[src/rtl/state_timer.sv]
// Per-state millisecond countdown for the train-control FSM.
// Restarts on every FSM state change and reports expiry as pulse + level.
module state_timer #(
    parameter int unsigned TICKS_PER_MS = 50000,
    parameter int unsigned T_WIDTH      = 19
) (
    input  logic               clk,
    input  logic               rst_n,
    input  logic [3:0]         present_state,
    input  logic [T_WIDTH-1:0] t,
    input  logic               pause,
    output logic               time_up,
    output logic               expired,
    output logic               busy,
    output logic [T_WIDTH-1:0] remaining_ms
);

    localparam int unsigned PW =
        (TICKS_PER_MS > 1) ? $clog2(TICKS_PER_MS) : 1;
    localparam logic [PW-1:0] PRE_MAX = PW'(TICKS_PER_MS - 1);

    typedef enum logic [1:0] {
        IDLE = 2'd0,
        LOAD = 2'd1,
        RUN  = 2'd2,
        DONE = 2'd3
    } state_e;

    state_e             state_q, state_d;
    logic [3:0]         prev_q, prev_d;
    logic [PW-1:0]      presc_q, presc_d;
    logic [T_WIDTH-1:0] rem_q, rem_d;
    logic               time_up_q, time_up_d;
    logic               expired_q, expired_d;
    logic               busy_q, busy_d;

    logic changed;
    logic tick;
    logic last_ms;
    logic expire;

    assign changed = (present_state != prev_q);
    assign tick    = (presc_q == '0);
    assign last_ms = (rem_q == T_WIDTH'(1));
    // A state change on the same edge always wins over expiry.
    assign expire  = (state_q == RUN) && !changed && !pause
                     && tick && last_ms;

    always_ff @(posedge clk or negedge rst_n) begin
        if (!rst_n) begin
            state_q   <= IDLE;
            prev_q    <= 4'b0000;
            presc_q   <= '0;
            rem_q     <= '0;
            time_up_q <= 1'b0;
            expired_q <= 1'b0;
            busy_q    <= 1'b0;
        end else begin
            state_q   <= state_d;
            prev_q    <= prev_d;
            presc_q   <= presc_d;
            rem_q     <= rem_d;
            time_up_q <= time_up_d;
            expired_q <= expired_d;
            busy_q    <= busy_d;
        end
    end

    always_comb begin
        state_d = state_q;
        prev_d  = present_state;
        if (changed) begin
            state_d = LOAD;
        end else begin
            unique case (state_q)
                IDLE: state_d = IDLE;
                LOAD: state_d = (t == '0) ? IDLE : RUN;
                RUN:  state_d = expire ? DONE : RUN;
                DONE: state_d = DONE;
                default: state_d = IDLE;
            endcase
        end
    end

    always_comb begin
        presc_d   = presc_q;
        rem_d     = rem_q;
        time_up_d = 1'b0;
        expired_d = expired_q;
        busy_d    = busy_q;
        if (changed) begin
            rem_d     = '0;
            expired_d = 1'b0;
            busy_d    = 1'b0;
        end else begin
            unique case (state_q)
                IDLE: begin
                    rem_d     = '0;
                    expired_d = 1'b0;
                    busy_d    = 1'b0;
                end
                LOAD: begin
                    rem_d     = t;
                    presc_d   = PRE_MAX;
                    expired_d = 1'b0;
                    busy_d    = (t != '0);
                end
                RUN: begin
                    if (!pause) begin
                        if (tick) begin
                            presc_d = PRE_MAX;
                            rem_d   = rem_q - T_WIDTH'(1);
                        end else begin
                            presc_d = presc_q - PW'(1);
                        end
                    end
                    if (expire) begin
                        time_up_d = 1'b1;
                        expired_d = 1'b1;
                        busy_d    = 1'b0;
                    end
                end
                DONE: begin
                    rem_d     = '0;
                    expired_d = 1'b1;
                    busy_d    = 1'b0;
                end
                default: begin
                    rem_d  = '0;
                    busy_d = 1'b0;
                end
            endcase
        end
    end

    assign time_up      = time_up_q;
    assign expired      = expired_q;
    assign busy         = busy_q;
    assign remaining_ms = rem_q;

endmodule

[config.mk]
export PLATFORM = sky130hd
export DESIGN_NAME = state_timer
export DESIGN_NICKNAME = d
export VERILOG_FILES = /design/src/rtl/state_timer.sv
export SDC_FILE = /design/constraint.sdc
export NUM_CORES = 1
export LEC_CHECK = 0
export BUFFER_PORTS_ARGS = -buffer_cell sky130_fd_sc_hd__buf_2
export CAP_MARGIN = 20
export CORE_ASPECT_RATIO = 1.75
export CORE_MARGIN = 5
export CORE_UTILIZATION = 47
export CTS_CLUSTER_DIAMETER = 60
export DETAILED_ROUTE_END_ITERATION = 10
export PLACE_DENSITY = 0.69
export SYNTH_ARGS = -nofsm -noshare
export SYNTH_HDL_FRONTEND = slang
export SYNTH_SLANG_ARGS = --single-unit
[constraint.sdc]
create_clock -name clk -period 2.2 [get_ports clk]
set_input_delay 0.33 -clock clk [delete_from_list [all_inputs] [get_ports clk]]
set_output_delay 0.33 -clock clk [all_outputs]
set_load 0.02 [all_outputs]
* Yosys cells after proc, flatten, opt, wreduce, memory -nomap -nowiden
Cells that the tools add are included.
** Storage, ports and cells
- Register bits after elaboration :: 44
- Input bits :: 26
- Output and inout port bits :: 22
- Word-level logic and storage cells :: 54
** Operators by class
- Add/subtract/negate cells :: 2
- Equal/unequal tests :: 9
- Multiplexer cells :: 20
- Bitwise operators :: 1
- Reductions and logical operators :: 15
** Operators by type and width (number)
- $mux W19 :: 3
- $pmux W19 S3 :: 1
- $mux W16 :: 2
- $pmux W16 S2 :: 1
- $eq A19 B1 Y1 const B :: 1
- $logic_not A19 Y1 :: 1
- $reduce_bool A19 Y1 :: 1
- $sub A19 B1 Y19 const B :: 1
- $logic_not A16 Y1 :: 1
- $sub A16 B1 Y16 const B :: 1
- $ne A3 B3 Y1 const B :: 3
- $mux W1 :: 8
- $pmux W2 S4 :: 1
- $pmux W1 S3 :: 2
- $eq A2 B2 Y1 const B :: 2
- $logic_and A1 B1 Y1 :: 4
- $mux W2 :: 2
- $ne A4 B4 Y1 :: 1
- $reduce_or A2 Y1 :: 2
- $reduce_and A3 Y1 :: 1
- $eq A2 B1 Y1 const B :: 1
- $logic_not A1 Y1 :: 2
- $logic_not A2 Y1 :: 1
- $ne A2 B2 Y1 const B :: 1
- other kinds (3) :: 3

* Depth between registers and ports, before layout
Gate-level depths: netlist of run 1.
- Depth in word-level cells :: 9
- Mapped depth :: 9
- Mapped depth without buffers :: 7

* Worst setup path before layout of run 1
OpenSTA, ideal clock, no wires.
- Path kind :: flip-flop to flip-flop
- Start :: reg rem_q[0] (netlist: remaining_ms[0])
- End :: reg rem_q[14] (netlist: remaining_ms[14])
- Setup time :: 0.126 ns
- Arrival time :: 1.982 ns
- Required time :: 2.074 ns
- Slack :: 0.092 ns
- Stages on the path, launching flop included :: 7
- Buffers on the path :: 0
- Clock period less this slack :: 2.108 ns
- Cells stage by stage :: dfrtp_1 inv_1 ha_1 nor3b_1 nand2_1 o311a_1 a221o_1
** On the way
- Word-level cells in the longest chain between the ends :: 5
** Ends and longest elaborated chain
- from (decl) :: line 32 : logic [T_WIDTH-1:0] rem_q, rem_d;
- from (signal assigned) :: line 62 : rem_q <= rem_d;
- $sub A19 B1 Y19 :: line 112 : rem_d = rem_q - T_WIDTH'(1);
- $mux W19 :: line 110 : if (tick) begin
- $mux W19 :: line 109 : if (!pause) begin
- $pmux W19 S3 :: line 96 : unique case (state_q)
- $mux W19 :: line 91 : if (changed) begin
No other way between the ends. The select of a mux whose other input is x is not followed.
A chain may end at the register's enable or synchronous reset.

* Worst setup path after layout of run 1
- Start :: reg state_q[0]
- End :: reg presc_q[15]
** On the way
- Word-level cells in the longest chain between the ends :: 3
- Elaborated cells on any way between the ends :: 6
- Those cells by class :: 3 x eq/ne; 1 x mux; 2 x reduce/logical
** Ends and longest elaborated chain
- from (decl) :: line 29 : state_e state_q, state_d;
- from (signal assigned) :: line 59 : state_q <= state_d;
- $eq A2 B2 Y1 / $eq A2 B1 Y1 (equally long branches) :: line 96
- $ne A2 B2 Y1 (no line) / $reduce_bool A2 Y1 (equally long branches)
- $reduce_and A3 Y1 (no line)
- to (signal assigned) :: line 61 : presc_q <= presc_d;
- to (decl) :: line 31 : logic [PW-1:0] presc_q, presc_d;
Parallel ways exist; a longest one is shown, timed or not.

==> results of run 1 <==
## how the worst max path moves through the flow
stage,from,endpoint,depth (start not counted),slack (ns)
global route,state_q[0],presc_q[15],7,0.03
detailed placement,presc_q[0],busy,8,0.11
floorplan,remaining_ms[0],remaining_ms[14],6,0.09
global placement,presc_q[0],busy,8,0.16
CTS,presc_q[0],busy,8,0.10
finish,state_q[0],presc_q[15],7,0.24
## cells in the mapped netlist (4+ instances only)
master	number
a21oi_1	9
a22oi_1	5
a31oi_1	5
clkbuf_1	9
dfrtp_1	44
ha_1	9
inv_1	15
nand2_1	32
nand3_1	15
nand4_1	6
nor2_1	27
nor3_1	14
nor4_1	13
nor4_2	4
o21ai_0	25
xnor2_1	17
## cell families after synthesis
kind of cell	count (synthesis)	share of synthesized area
flip-flops	44	0.404
multiplexers	1	0.00551
buffers and inverters	27	0.0409
AO/OA/AOI/OAI	71	0.171
adder cells (fa/ha/maj)	9	0.0413
XOR/XNOR	18	0.0579
AND/OR/NAND/NOR	137	0.280
## power by group
part           leakage (nW)  switching [mW]  internal (mW)  total (mW)
clock                0.0479           0.304          0.222       0.526
sequential            0.555           0.119          0.896        1.02
combinational         0.865           0.250          0.193       0.444
total                  1.47           0.674           1.31        1.99
## registers in the layout, indices dropped and copies added, names as in the netlist
register	flops
busy	1
expired	1
presc_q	16
prev_q	4
remaining_ms	19
state_q	2
time_up	1
## layer usage
| layer | vias up | part of all wire |
|---|---|---|
| met3 | 28 | 0.047 |
| met2 | 77 | 0.54 |
| li1 | 1254 | - |
| met5 | - | 0 |
| met4 | 0 | 0.047 |
| met1 | 1251 | 0.36 |
## per-stage QoR
stage	instances	area, um^2
after floorplan	307	2730
after global placement	438	3150
after detailed placement	438	3150
after CTS	446	3240
after global routing	446	3240
final	446	3240
## final cells by class
class	count	area (um^2)	share of cell area
Clock buffer	5	68.8	0.0212
Tap cell	76	95.1	0.0293
Clock inverter	3	18.8	0.00578
Timing Repair Buffer	67	385	0.119
Inverter	15	56.3	0.0174
Multi-Input combinational cell	236	1520	0.468
Sequential cell	44	1100	0.339
## worst max-delay path: stages, from the launching register on
cell	delay (ns)
dfrtp_1	0.41
inv_1	0.08
ha_1	0.28
nand2_1	0.15
nand4_1	0.31
nor2_1	0.25
a21boi_0	0.11
a211o_1	0.27
==> out/qor.yml, run 1 <==
port_buffers: 47
dieHeight_um: 111
die_w_um: 67.6
grt_most_used_layer: "met2"
grt_pass1_wl_mm: 12.6
synthArstFlopShare: 1.00
synth-seq-cells: 44
totalWireLength_mm: 7.57
crit_path_start_kind: "flop"
cts-buffers-inserted: 5
worst-setup-path-type: "reg2reg"
hold_path_class: "in2async"
worstSkewPairLatency_ns: 0.31
setup_viol: 0
clock_path_buffers: 2
die-area_um2: 7480
fin_util: 0.576
dpl_worst_slack_ns: 0.114
crit_path_max_fanout: 6
rows: 36
wl_per_cell_um: 17.0
overflow: 0
track_usage: 0.218
start_util: 0.484
crit_path_end_kind: "flop"
clock_skew_ns: 0.0164
status: "completed"
area_delta_synth_final_pct: 19.1
seq_area_frac_synth: 0.404
tightest_slew_ns: 0.598
cts-root-buf: "clkbuf_8"
drt_iter0_drc: 172
grt_max_degree: 45
r2r_start: "state_q[0]"
rsz0062_at_grt: "false"
hpwl_mm: 5.81
clk_pin_slew_ns: 0.09
p_per_area_nw_per_um2: 612
synthCells: 307
layout_commonest_cell: "buf_2"
ys_types: 56
rr_endpoint: "presc_q[15]"
fillerInstances: 508
synth_top_cells_by_area: "dfrtp_1, xnor2_1, o21ai_0"
reg2reg_depth: 7
post-route-min-period_ns: 1.96
core_area_um2: 5630
cts-htree-levels: 2
hold_ws_ns: 0.0787
num_vias: 2610
grtUsageMet2: 0.375
antenna_found_initial: 0
fmax_mhz: 509
first_pass_iters: 5
synth-main-ff-cell: "dfrtp_1"
synth_edf_count: 0
ios: 48
layout-drive-gt1-share: 0.249
vias_per_cell: 5.85
period_share: 0.893
synth_top_area_share: 0.404
p_total_mw: 1.99
place_congestion: 0.923
worstPathRequired_ns: 2.39
layout_setup_ws_ns: 0.235
post_cts_buffers: 0
cts-resized-gates: 0
cts.sinks: 44
globalRouteMet1Util: 0.235
drc_errors: 0
finalSetupTns_ns: 0
groute.layer.met3.usage: 0.0406
first_global_vias: 2672
ctsHoldBuffers: 0
diodes: 0
hold_viol_final: 0
fin_nets: 404
p_leak_nw: 1.47
syn_area_per_cell_um2: 8.88
worstPathArrival_ns: 2.15
antenna_left: 0
final_cell_mix: "buf_2, dfrtp_1, nand2_1"
r2r_slack_ns: 0.24
maxCapViolCount: 0
yosysWarnings: 0
syn_nets: 342
cts_tree: "yes"
relSlewSlack: 0.598
vdd_drop_max_mv: 0.442
netlist_area_um2: 2730
synth_largest_area_cell: "dfrtp_1"
slew_viol_final: 0
(Power assumes the default switching activity.)
==> run 2, diff against run 1 <==
--- a/config.mk
+++ b/config.mk
@@ -5,6 +5,7 @@
 export SDC_FILE = /design/constraint.sdc
 export NUM_CORES = 1
 export LEC_CHECK = 0
+export ABC_AREA = 1
 export BUFFER_PORTS_ARGS = -buffer_cell sky130_fd_sc_hd__buf_2
 export CAP_MARGIN = 20
 export CORE_ASPECT_RATIO = 1.75
@@ -12,7 +13,7 @@
 export CORE_UTILIZATION = 47
 export CTS_CLUSTER_DIAMETER = 60
 export DETAILED_ROUTE_END_ITERATION = 10
-export PLACE_DENSITY = 0.69
+export PLACE_DENSITY = 0.68
 export SYNTH_ARGS = -nofsm -noshare
 export SYNTH_HDL_FRONTEND = slang
 export SYNTH_SLANG_ARGS = --single-unit
==> run 2 against run 1 <==
Critical path depth up 3. Register-to-register slack better by 0.03 ns. Clock skew down 0.0092 ns. Worst setup slack better by 0.033 ns. Design area up 5.4%. Sequential power down 9%. First-iteration DRC count down 3.5%. Hold slack better by 0.077 ns. Combinational power down 4%. Critical endpoint is now presc_q[10].
==> out/qor.yml, run 2 <==
diodes: 0
grt_max_degree: 29
syn_area_per_cell_um2: 6.73
worst-setup-path-type: "reg2reg"
min_to: "prev_q[3]"
cts-buffers-inserted: 5
die_w_um: 70.3
start_util: 0.484
dpl_worst_slack_ns: 0.252
die-area_um2: 8120
p_sw_frac: 0.334
rows: 38
slew_viol_final: 0
dieHeight_um: 115
p_total_mw: 1.86
p_comb_frac: 0.230
syn_nets: 479
p_leak_nw: 1.93
synth_largest_area_cell: "dfrtp_1"
cts-root-buf: "clkbuf_8"
worstSkewPairLatency_ns: 0.30
netlist_area_um2: 2990
vias_per_cell: 5.07
fillerInstances: 662
worstPathRequired_ns: 2.45
synth_top_cells_by_area: "dfrtp_1, nand2_1, nor2_1"
yosysWarnings: 0
synthCells: 444
place_congestion: 0.973
finalSetupTns_ns: 0
worstPathArrival_ns: 2.18
layout-drive-gt1-share: 0.165
synthArstFlopShare: 1.00
layout_setup_ws_ns: 0.268
post-route-min-period_ns: 1.93
cts.sinks: 44
ios: 48
vdd_drop_max_mv: 0.316
relSlewSlack: 0.620
overflow: 0
synth-seq-cells: 44
synth-main-ff-cell: "dfrtp_1"
r2r_start: "state_q[0]"
status: "completed"
hold_viol_final: 0
area_delta_synth_final_pct: 14.4
wl_per_cell_um: 13.7
setup_viol: 0
ys_types: 33
final_cell_mix: "nand2_1, nor2_1, buf_2"
p_clk_frac: 0.269
first_pass_iters: 5
synth_edf_count: 0
seq_power_share: 0.501
fin_nets: 533
hold_path_class: "in2reg"
synth_top_area_share: 0.368
core_area_um2: 6180
clock_skew_ns: 0.00715
maxCapViolCount: 0
crit_path_max_fanout: 11
yosys-top-cells-count: "nand2_1, nor2_1, dfrtp_1, inv_1, nand3_1"
clock_path_buffers: 2
port_buffers: 47
yosysMostFrequentCell: "nand2_1"
r2r_slack_ns: 0.27
antenna_found_initial: 0
layout_commonest_cell: "nand2_1"
p_per_area_nw_per_um2: 544
power_switching_mw: 0.621
cts_tree: "yes"
reg2reg_depth: 10
drt_iter0_drc: 166
grt_pass1_wl_mm: 13.2
crit_path_start_kind: "flop"
rsz0062_at_grt: "false"
tightest_slew_ns: 0.568
seq_area_frac_synth: 0.368
totalWireLength_mm: 7.92
first_global_vias: 2976
largest_reg_flops: 19
p_int_mw: 1.24
drc_errors: 0
rr_endpoint: "presc_q[10]"
antenna_left: 0
worstHoldStart: "present_state[3]"
period_share: 0.878
min_path_cells: 1
num_vias: 2930
fmax_mhz: 518
track_usage: 0.205
crit_path_end_kind: "flop"
hpwl_mm: 6.15
cts-htree-levels: 2
clk_pin_slew_ns: 0.08
-- run 2: per-layer routing --
layer / vias to the layer above / global-route usage / share of wire
met5: - / 0 / 0
met4: 0 / 0.101 / 0.036
met3: 20 / 0.0347 / 0.028
met2: 64 / 0.413 / 0.56
met1: 1349 / 0.194 / 0.37
li1: 1497 / - / -
-- run 2: cell type report --
class | instances | area, um^2 | area share
multi-input cells | 346 | 1660 | 0.486
flip-flops and latches | 44 | 1100 | 0.322
repair buffers | 54 | 303 | 0.0886
inverters | 47 | 176 | 0.0516
well taps | 80 | 100 | 0.0293
clock buffers | 6 | 72.6 | 0.0212
clock inverters | 1 | 5.00 | 0.00146
-- run 2: critical path: stages, from the launching register on --
cell,delay [ns]
dfrtp_1,0.41
inv_1,0.09
ha_1,0.23
nand2_2,0.15
nand2_2,0.09
nand3b_1,0.39
nor2_1,0.28
nand2_1,0.09
nand2_1,0.06
nand2_1,0.04
inv_1,0.05
-- run 2: how the worst max path moves through the flow --
stage	startpoint	slack [ns]	to	depth (start not counted)
4_1_cts	state_q[0]	0.23	presc_q[6]	9
5_1_grt	state_q[0]	0.07	presc_q[6]	9
2_1_floorplan	state_q[0]	0.54	presc_q[11]	11
3_3_place_gp	state_q[0]	0.36	presc_q[6]	9
3_5_place_dp	state_q[0]	0.25	presc_q[6]	9
6_report	state_q[0]	0.27	presc_q[10]	10
-- run 2: power by group through the flow --
stage / clock (mW) / sequential, mW / combinational [mW]
after floorplan: 0 / 0.943 / 0.290
after global placement: 0 / 0.944 / 0.416
after detailed placement: 0 / 0.945 / 0.425
after CTS: 0.519 / 0.930 / 0.429
after global routing: 0.557 / 0.941 / 0.489
final: 0.501 / 0.931 / 0.427
-- run 2: per-stage QoR --
stage / hold slack, ns / util / std cells / instance area (um^2)
after global routing: 0.137 / 0.553 / 578 / 3420
after global placement: 0.306 / 0.538 / 570 / 3330
after detailed placement: 0.307 / 0.538 / 570 / 3330
after CTS: 0.142 / 0.553 / 578 / 3420
after floorplan: 0.0344 / - / 444 / 2990
final: 0.156 / 0.553 / 578 / 3420
-- run 2: cell families (layout without fill, tap and decap cells) --
logic type,Yosys count,count (layout),synth area share
compound gates,39,39,0.0707
buf+inv,54,108,0.0770
flops,44,44,0.368
fa+ha+maj,9,9,0.0377
simple gates,290,290,0.423
xor+xnor,8,8,0.0234
-- run 2: what timing repair did --
action	CTS	global route
hold endpoints to repair	16	0
endpoints found under the setup margin	0	1
hold buffers	1	0
buffers inserted	0	0
gates resized for setup	0	1
==> run 3, diff against run 2 <==
--- a/config.mk
+++ b/config.mk
@@ -9,7 +9,7 @@
 export BUFFER_PORTS_ARGS = -buffer_cell sky130_fd_sc_hd__buf_2
 export CAP_MARGIN = 20
 export CORE_ASPECT_RATIO = 1.75
-export CORE_MARGIN = 5
+export CORE_MARGIN = 10
 export CORE_UTILIZATION = 47
 export CTS_CLUSTER_DIAMETER = 60
 export DETAILED_ROUTE_END_ITERATION = 10
==> run 3 against run 2 <==
Flip-flop and latch count stayed put. First-iteration DRC count is 28% lower. Worst setup slack better by 0.026 ns. Clock power is 10% higher. Wire length is 1.7% higher. Critical path type unchanged.
==> out/qor.yml, run 3 (synthesis results as in run 2) <==
p_comb_frac: 0.221
crit_chain: "inv_1 -> ha_1 -> nand2_2 -> nand2_2 -> nand3b_1 -> buf_4 -> nor2_1 -> nand2_1 -> nand2_1 -> nand2_1 -> inv_1"
tightest_slew_ns: 0.581
drt-met1-wl_mm: 3.10
clk_pin_slew_ns: 0.09
p_leak_nw: 1.93
path_buf_inv: 3
finalSetupTns_ns: 0
antenna_found_initial: 0
ios: 48
ctsHoldBuffers: 0
rr_endpoint: "presc_q[10]"
start_util: 0.484
antenna_left: 0
slew_viol_final: 0
cp-endpoint: "presc_q[10]"
fmax_mhz: 525
post-route-min-period_ns: 1.91
vdd_drop_max_mv: 0.260
clock_skew_ns: 0.0103
totalWireLength_mm: 8.05
post_cts_buffers: 0
setup_viol: 0
die-area_um2: 10100
drc_errors: 0
cts-buffers-inserted: 5
port_buffers: 47
worstSkewPairLatency_ns: 0.31
cts.sinks: 44
hpwl_mm: 6.24
cts-htree-levels: 2
p_per_area_nw_per_um2: 557
cts-root-buf: "clkbuf_8"
path_depth: 11
num_vias: 2943
crit_path_start_kind: "flop"
worstPathRequired_ns: 2.45
dr_wl_met2_mm: 4.51
layout_commonest_cell: "nand2_1"
place_congestion: 0.917
critPathSlowestCell: "dfrtp_1"
fin_nets: 533
diodes: 0
crit_path_max_fanout: 8
crit_path_start: "state_q[0]"
p_clk_frac: 0.289
dieHeight_um: 125
seq_power_share: 0.489
r2r_start: "state_q[0]"
fillerInstances: 668
layout-drive-gt1-share: 0.166
area_delta_synth_final_pct: 14.3
grt_max_degree: 45
worstPathArrival_ns: 2.16
die_w_um: 80.3
cp_common_cell: "nand2_1"
grt_pass1_wl_mm: 14.1
hold_path_class: "in2async"
vias_per_cell: 5.08
worst-setup-path-type: "reg2reg"
largest_reg_flops: 19
wl_met3_um: 246
wl_per_cell_um: 13.9
reg2reg_depth: 11
overflow: 0
p_sw_frac: 0.331
period_share: 0.866
first_global_vias: 3113
clock_path_buffers: 2
hold_viol_final: 0
r2r_slack_ns: 0.29
critPathTopFamily: "simple AND/OR/NAND/NOR gates"
maxCapViolCount: 0
max_stage_delay_ns: 0.41
hold_ws_ns: 0.0911
drt_iter0_drc: 119
cts-resized-gates: 0
relSlewSlack: 0.613
crit_path_end_kind: "flop"
topRoutingLayerUsed: "met4"
rsz0062_at_grt: "false"
core_area_um2: 6180
p_int_mw: 1.27
first_pass_iters: 4
power_switching_mw: 0.630
track_usage: 0.172
status: "completed"
final_cell_mix: "nand2_1, nor2_1, buf_2"
cts_tree: "yes"
rows: 38
==> run 3: changes by cell type in the layout (fill, tap and decap cells not counted), sizes merged <==
cell         delta
buf             +1
clkbuf          +1
clkinvlp        +1
dlygate4sd3     -1
clkinv          -1
==> run 3: how the worst min path moves through the flow <==
stage / cells after the start / endpoint / slack [ns] / startpoint
6_report: 2 / remaining_ms[10] / 0.09 / rst_n
3_5_place_dp: 2 / presc_q[15] / 0.46 / rst_n
2_1_floorplan: 0 / busy / 0.03 / rst_n
5_1_grt: 2 / remaining_ms[6] / 0.13 / rst_n
3_3_place_gp: 2 / presc_q[14] / 0.46 / rst_n
4_1_cts: 2 / remaining_ms[6] / 0.12 / rst_n
==> run 3: worst register-to-register path, stage by stage, from the launching register on <==
cell	delay [ns]
dfrtp_1	0.41
inv_1	0.08
ha_1	0.31
nand2_2	0.19
nand2_2	0.09
nand3b_1	0.23
buf_4	0.21
nor2_1	0.12
nand2_1	0.07
nand2_1	0.06
nand2_1	0.04
inv_1	0.05
==> run 3: area by class of cell <==
cell class,count,area [um^2],share of cell area
clock buffers,7,86.3,0.0253
clock inverters,1,7.51,0.00220
inverters,47,176,0.0516
multi-input cells,346,1660,0.485
flip-flops and latches,44,1100,0.322
well taps,80,100,0.0293
repair buffers,54,288,0.0842
==> run 3: power by group through the flow <==
stage | Sequential [mW] | Combinational [mW] | Clock, mW
finish | 0.932 | 0.421 | 0.551
global route | 0.943 | 0.496 | 0.597
detailed placement | 0.947 | 0.423 | 0
CTS | 0.932 | 0.426 | 0.571
global placement | 0.945 | 0.418 | 0
floorplan | 0.943 | 0.290 | 0
==> run 3: per-stage QoR <==
step                setup WS [ns]  instance area [um^2]  std cells  total power [mW]  utilization
CTS                         0.276                  3420        579              1.93        0.553
detailed placement          0.308                  3320        571              1.37        0.538
floorplan                   0.538                  2990        444              1.23            -
global route                0.115                  3420        579              2.04        0.553
finish                      0.294                  3420        579              1.90        0.553
global placement            0.383                  3320        571              1.36        0.538
==> run 3: routing by layer <==
metal / vias up / GRT usage
li1: 1494 / -
met1: 1368 / 0.172
met2: 63 / 0.327
met3: 18 / 0.0316
met4: 0 / 0.0667
met5: - / 0
